==> src/rtl/cpu_trace_monitor.sv <==
// cpu_trace_monitor
//   Run-time trace and watchpoint unit for the single-cycle MIPS core.
//   Each en cycle, the PC, instruction, register-file write and store taps are
//   reduced to one typed trace entry and filtered by mode. The surviving entries
//   go into a DEPTH-entry FIFO that a consumer drains over valid/ready.
//   A PC or store-address watchpoint hit sets a sticky halt request. In TRIG mode
//   the hit also starts a capture window of POST entries.
// Ports
//   Clk, Reset        clock, asynchronous active-high reset
//   en, clr           core-advanced qualifier, synchronous clear
//   mode              00 OFF, 01 ALL, 10 WR, 11 TRIG
//   pc, instr         current instruction taps
//   reg_wr/rd/wdata   register-file write taps
//   mem_wr/addr/wdata data-memory store taps
//   wp_addr, wp_en    watchpoint comparators (slot i = wp_addr[32*i+:32])
//   tr_valid/ready    trace output handshake; tr_data = {type, pc, addr, data}
//   overflow          sticky; set when an event is lost because the FIFO is full
//   drop_cnt          count of lost events, saturating
//   halt_req          sticky watchpoint hit
//   trig_state        capture FSM state
//   cycle_cnt         count of en cycles since reset or clr
// Handshake: the head entry moves to the consumer on a rising Clk edge where
//   tr_valid and tr_ready are both 1. tr_valid does not depend on tr_ready.
//   tr_data holds steady while tr_valid=1 and tr_ready=0.
module cpu_trace_monitor #(
  parameter int DEPTH  = 16,
  parameter int NUM_WP = 4,
  parameter int POST   = 8,
  parameter int CNT_W  = 32
) (
  input  logic                  Clk,
  input  logic                  Reset,
  input  logic                  en,
  input  logic                  clr,
  input  logic [1:0]            mode,
  input  logic [31:0]           pc,
  input  logic [31:0]           instr,
  input  logic                  reg_wr,
  input  logic [4:0]            reg_rd,
  input  logic [31:0]           reg_wdata,
  input  logic                  mem_wr,
  input  logic [31:0]           mem_addr,
  input  logic [31:0]           mem_wdata,
  input  logic [NUM_WP*32-1:0]  wp_addr,
  input  logic [NUM_WP-1:0]     wp_en,
  output logic                  tr_valid,
  input  logic                  tr_ready,
  output logic [97:0]           tr_data,
  output logic                  overflow,
  output logic [15:0]           drop_cnt,
  output logic                  halt_req,
  output logic [1:0]            trig_state,
  output logic [CNT_W-1:0]      cycle_cnt
);

  localparam int AW = $clog2(DEPTH);
  localparam int PW = $clog2(POST + 1);

  typedef enum logic [1:0] {
    ST_ARMED = 2'b00,
    ST_CAPT  = 2'b01,
    ST_DONE  = 2'b10
  } trig_state_e;

  trig_state_e      state_q, state_d;
  logic [PW-1:0]    post_cnt_q, post_cnt_d;
  logic [AW-1:0]    wr_ptr_q, wr_ptr_d, rd_ptr_q, rd_ptr_d;
  logic [AW:0]      count_q, count_d;
  logic             overflow_q, overflow_d;
  logic [15:0]      drop_cnt_q, drop_cnt_d;
  logic             halt_q, halt_d;
  logic [CNT_W-1:0] cycle_cnt_q, cycle_cnt_d;
  logic [97:0]      mem_q [DEPTH];

  logic [1:0]  ev_type;
  logic [31:0] ev_addr, ev_data;
  logic        wp_hit, mode_ok, push_req, push_ok, pop, full;
  logic        fifo_drop, coll_drop;
  logic [16:0] drop_sum;

  // Event selection: a store wins over a register write, which wins over a bare instruction.
  always_comb begin
    ev_type = 2'b00;
    ev_addr = instr;
    ev_data = 32'h0;
    if (mem_wr) begin
      ev_type = 2'b10;
      ev_addr = mem_addr;
      ev_data = mem_wdata;
    end else if (reg_wr) begin
      ev_type = 2'b01;
      ev_addr = {27'b0, reg_rd};
      ev_data = reg_wdata;
    end
  end

  // Watchpoints are live in every mode except OFF.
  always_comb begin
    wp_hit = 1'b0;
    for (int i = 0; i < NUM_WP; i++) begin
      if (wp_en[i] && (pc == wp_addr[32*i +: 32] ||
                       (mem_wr && mem_addr == wp_addr[32*i +: 32])))
        wp_hit = 1'b1;
    end
    wp_hit = wp_hit & en & (mode != 2'b00);
  end

  // In TRIG, the hit cycle opens the window, so its own event is already eligible.
  always_comb begin
    mode_ok = 1'b0;
    case (mode)
      2'b01:   mode_ok = 1'b1;
      2'b10:   mode_ok = (ev_type != 2'b00);
      2'b11:   mode_ok = (ev_type != 2'b00) &&
                         (state_q == ST_CAPT || (state_q == ST_ARMED && wp_hit));
      default: mode_ok = 1'b0;
    endcase
    push_req = en & mode_ok;
  end

  // FIFO bookkeeping. A push into a full FIFO is still taken when the head leaves in the same cycle.
  always_comb begin
    tr_valid  = (count_q != '0);
    full      = (count_q == (AW + 1)'(DEPTH));
    pop       = tr_valid & tr_ready;
    push_ok   = push_req & (~full | pop);
    fifo_drop = push_req & full & ~pop;
    // The register write lost to a simultaneous store counts as a drop only when the store entry is produced.
    coll_drop = push_req & mem_wr & reg_wr;
    drop_sum  = {1'b0, drop_cnt_q} + 17'(fifo_drop) + 17'(coll_drop);
    tr_data   = tr_valid ? mem_q[rd_ptr_q] : 98'h0;
  end

  // Capture FSM plus all next-state values. clr has priority over every other update.
  always_comb begin
    state_d     = state_q;
    post_cnt_d  = post_cnt_q;
    wr_ptr_d    = wr_ptr_q + AW'(push_ok);
    rd_ptr_d    = rd_ptr_q + AW'(pop);
    count_d     = count_q + (AW + 1)'(push_ok) - (AW + 1)'(pop);
    overflow_d  = overflow_q | fifo_drop;
    drop_cnt_d  = drop_sum[16] ? 16'hFFFF : drop_sum[15:0];
    halt_d      = halt_q | wp_hit;
    cycle_cnt_d = cycle_cnt_q + CNT_W'(en);
    if (mode == 2'b11) begin
      case (state_q)
        ST_ARMED: if (wp_hit) begin
          state_d    = ST_CAPT;
          post_cnt_d = PW'(push_req);
          if (push_req && (PW'(1) == PW'(POST))) begin
            state_d    = ST_DONE;
            post_cnt_d = '0;
          end
        end
        ST_CAPT: if (push_req) begin
          // Entries lost to a full FIFO still use up the window.
          if ((post_cnt_q + PW'(1)) == PW'(POST)) begin
            state_d    = ST_DONE;
            post_cnt_d = '0;
          end else begin
            post_cnt_d = post_cnt_q + PW'(1);
          end
        end
        default: ;
      endcase
    end
    if (clr) begin
      state_d     = ST_ARMED;
      post_cnt_d  = '0;
      wr_ptr_d    = '0;
      rd_ptr_d    = '0;
      count_d     = '0;
      overflow_d  = 1'b0;
      drop_cnt_d  = 16'h0;
      halt_d      = 1'b0;
      cycle_cnt_d = '0;
    end
  end

  always_ff @(posedge Clk or posedge Reset) begin
    if (Reset) begin
      state_q     <= ST_ARMED;
      post_cnt_q  <= '0;
      wr_ptr_q    <= '0;
      rd_ptr_q    <= '0;
      count_q     <= '0;
      overflow_q  <= 1'b0;
      drop_cnt_q  <= 16'h0;
      halt_q      <= 1'b0;
      cycle_cnt_q <= '0;
    end else begin
      state_q     <= state_d;
      post_cnt_q  <= post_cnt_d;
      wr_ptr_q    <= wr_ptr_d;
      rd_ptr_q    <= rd_ptr_d;
      count_q     <= count_d;
      overflow_q  <= overflow_d;
      drop_cnt_q  <= drop_cnt_d;
      halt_q      <= halt_d;
      cycle_cnt_q <= cycle_cnt_d;
    end
  end

  // Storage needs no reset: tr_data is masked whenever the FIFO is empty.
  always_ff @(posedge Clk) begin
    if (push_ok && !clr)
      mem_q[wr_ptr_q] <= {ev_type, pc, ev_addr, ev_data};
  end

  assign overflow   = overflow_q;
  assign drop_cnt   = drop_cnt_q;
  assign halt_req   = halt_q;
  assign trig_state = state_q;
  assign cycle_cnt  = cycle_cnt_q;

endmodule

==> config.mk <==
export PLATFORM = sky130hd
export DESIGN_NAME = cpu_trace_monitor
export DESIGN_NICKNAME = d
export VERILOG_FILES = /design/src/rtl/cpu_trace_monitor.sv
export SDC_FILE = /design/constraint.sdc
export NUM_CORES = 2
export LEC_CHECK = 0
export BUFFER_PORTS_ARGS = -buffer_cell sky130_fd_sc_hd__buf_4
export CORE_ASPECT_RATIO = 0.9
export CORE_MARGIN = 2
export CORE_UTILIZATION = 30
export DETAILED_ROUTE_END_ITERATION = 6
export SETUP_SLACK_MARGIN = 0.2
export SLEW_MARGIN = 20
export SYNTH_ARGS = -nofsm -noshare
export SYNTH_HDL_FRONTEND = slang
export SYNTH_SLANG_ARGS = --single-unit
==> constraint.sdc <==
create_clock -name Clk -period 11.1 [get_ports Clk]
set_input_delay 2.22 -clock Clk [delete_from_list [all_inputs] [get_ports Clk]]
set_output_delay 2.22 -clock Clk [all_outputs]
set_load 0.01 [all_outputs]
==> results.json <==
{
  "run_status": "complete, no violations",
  "synth_compound_gate_area_share_pct": 1.32,
  "synth_top_family_by_area": "multiplexers",
  "synth_top_area_cell": "edfxtp_1",
  "hold_buffers": 0,
  "synth.net_count": 3579,
  "synthArstFlopShare_pct": 4.22,
  "drive_above_1_share_pct": 32.5,
  "cts_max_level": 4,
  "wl_um": 206000,
  "synth_edf_count": 1568,
  "cts_tree": "yes",
  "worst_pin_slew_ns": 1.13,
  "fp.dieH_um": 453,
  "slew_violations": 0,
  "cp_slowest_cell": "buf_4",
  "cp_data_arrival_time_ns": 4.51,
  "cts.clk_slew.worst_paths_ns": 0.06,
  "clkSinkCount": 1637,
  "dieArea_um2": 228000,
  "route.detailed.drc": 0,
  "grt_pass1_vias": 35700,
  "post_cts_buffers": 0,
  "cap_violations": 0,
  "period_share_pct": 60.6,
  "yosysWarnings": 0,
  "finalWeightedCongestion": 0.965,
  "synth.area.top_cells": "edfxtp_1, mux4_2, dfrtp_1, xor2_1, xnor2_1",
  "fin_crit_ns": 6.73,
  "worstSetupEndpointType": "output pin",
  "path_buf_inv": 3,
  "hold_ws_ns": 0.519,
  "synthSimpleGateAreaFrac_pct": 4.13,
  "drtIter0Drc": 3487,
  "synth.avg_cell_area_um2": 20.6,
  "synth-seq-cells": 1637,
  "dp_slack_ns": 3.54,
  "vias_per_cell": 5.15,
  "syn_area_um2": 67200,
  "dpl_cell_area_um2": 74500,
  "power_frac_clock_pct": 33.4,
  "synth_xor_area_share_pct": 3.95,
  "synthCells": 3257,
  "rsz0062_at_grt": "no",
  "synthMuxAreaShare_pct": 16.5,
  "antenna_found_initial": 24,
  "synth_ff_type": "edfxtp_1",
  "cts_resized": 0,
  "root_buffer": "clkbuf_16",
  "power_frac_comb_pct": 22.0,
  "rows": 164,
  "fmax_ghz": 0.149,
  "grt_max_degree": 116,
  "startpoint_type": "flip-flop",
  "finClkSkew_ns": 0.0549,
  "dr.pass1.iters": 5,
  "internal-power_mw": 11.4,
  "synth_cell_types": 59,
  "insertion_delay_ns": 0.80,
  "die_w_um": 503,
  "p_seq_share_pct": 44.6,
  "fin_setup_tns_ns": 0,
  "fin_ws_ns": 4.37,
  "max_slew_margin_pct": 24.8,
  "grt_pass1_wl_um": 286000,
  "gr-total-overflow": 0,
  "routedWlPerCell_um": 30.0,
  "setup_viol": 0,
  "core-area_um2": 222000,
  "dp_cells": 6580,
  "hold_class": "flip-flop to flip-flop",
  "final_antenna_net_count": 0,
  "cpPeakStageDelay_ns": 0.78,
  "criticalPathCategory": "flip-flop to output pin",
  "synth_top_cell_area_share_pct": 70.0,
  "cp_cell_sequence": "buf_4 -> buf_4 -> mux4_2 -> mux4_2 -> nor2b_1 -> buf_4",
  "grt_usage_pct": 17.8,
  "via_count": 35400,
  "ir_drop_uv": 162,
  "synth_adder_area_share_pct": 0.320,
  "crit_fanout": 41,
  "cts.path.max_buffers": 3,
  "cts_buffers": 157,
  "p_leak_nw": 25.0,
  "stdcell_count": 6871,
  "cp_top_family": "buffers and inverters",
  "pin_count": 457,
  "nets": 4074,
  "start_util_pct": 30.2,
  "yosysSeqAreaShare_pct": 72.6,
  "port_buffers": 456,
  "required_ns": 8.88,
  "path_common_cell": "buf_4",
  "area_growth_pct": 18.1,
  "final_area_um2": 79400,
  "p_switching_mw": 4.15,
  "sw_frac_of_total_pct": 26.7,
  "finalHoldViolCount": 0,
  "p_per_area_nw_per_um2": 196,
  "post-dp-hpwl_um": 130000
}
-- final cells by class --
class	count	area, µm²
Clock inverter	78	714
Timing Repair Buffer	517	4010
Sequential cell	1637	48800
Tap cell	2988	3740
Inverter	16	60.1
Multi-Input combinational cell	1423	17800
Fill cell	20700	143000
Antenna cell	10	25.0
Clock buffer	202	4210
-- flip-flops by register name, summed over array words and instances (netlist names) --
name        count
post_cnt_q      4
drop_cnt       16
trig_state      2
halt_req        1
rd_ptr_q        4
mem_q        1568
overflow        1
wr_ptr_q        4
cycle_cnt      32
count_q         5
-- cells in the mapped netlist (all sizes together), types with 14 or more instances --
cell and n:
edfxtp 1568, mux4 490, xor2 176, clkbuf 136, xnor2 124, nor2b 117, nor2 74, dfrtp 69
nor4 65, a22o 59, nand2 56, nand4 53, buf 45, nand3 39, a21oi 23, o21ai 20
nor3 17, inv 16, ha 14
-- per-layer routing --
| layer | share of wire (%) | vias to the layer above | track usage (%) |
|---|---|---|---|
| li1 | - | 14400 | - |
| met1 | 42 | 19300 | 24.1 |
| met2 | 48 | 1289 | 28.7 |
| met3 | 6.4 | 324 | 3.37 |
| met4 | 3.5 | 8 | 6.39 |
| met5 | 0.025 | - | 0 |
-- final timing paths --
check                      depth (start not counted)            to  slack, ns          start
min in group asynchronous                          3   drop_cnt[4]       1.71          Reset
max in group asynchronous                          3   rd_ptr_q[1]       8.61          Reset
setup reg to reg                                   7  mem_q[6][31]       6.96  trig_state[0]
hold / removal                                     1      overflow       0.52       overflow
setup / recovery                                   6   tr_data[10]       4.37    rd_ptr_q[0]
hold reg to reg                                    1      overflow       0.52       overflow
-- power groups by stage --
stage / Clock, mW / Sequential [mW] / Combinational [mW]
floorplan: 0 / 7.01 / 2.14
global placement: 0 / 7.06 / 3.52
detailed placement: 0 / 7.06 / 3.52
CTS: 5.32 / 6.93 / 3.54
global route: 5.56 / 6.93 / 3.66
finish: 5.19 / 6.92 / 3.42
-- cells by family after synthesis --
kind of cell | count (synthesis)
flip-flops | 1637
adder cells (fa/ha/maj) | 16
AO/OA/AOI/OAI | 119
XOR/XNOR | 300
buffers and inverters | 197
multiplexers | 498
AND/OR/NAND/NOR | 490
-- stage by stage --
step | power, mW | util [%]
finish | 15.5 | 35.7
global route | 16.1 | 35.7
CTS | 15.8 | 35.7
detailed placement | 10.6 | 33.5
global placement | 10.6 | 33.5
floorplan | 9.15 | -
-- cell usage in the layout (no fill, tap or decap), types with 8 or more instances in the layout --
master	netlist	routed
edfxtp_1	1568	1568
buf_4	1	507
mux4_2	490	490
xor2_1	176	176
clkbuf_16	0	162
xnor2_1	120	120
nor2b_1	117	116
nor2_1	74	69
dfrtp_1	69	65
nor4_1	65	60
a22o_1	59	59
nand2_1	56	56
nand4_1	53	53
nand3_1	39	39
clkbuf_1	136	39
clkinv_1	0	30
clkinv_2	0	25
a21oi_1	23	23
inv_1	15	14
ha_1	14	14
o21ai_0	17	13
nor3_1	17	12
diode_2	0	10
or3_1	9	9
bufinv_16	0	9
buf_12	0	9
mux2i_1	8	8
-- worst register-to-register path, stage by stage (launching register included) --
cell and delay, ns:
dfrtp_1 0.63, nand2b_1 0.21, a21o_1 0.21, a21oi_1 0.42
o21a_2 0.27, inv_2 0.17, nor4b_4 0.86, buf_4 0.88
No activity file was read; power rests on OpenSTA's default activity.
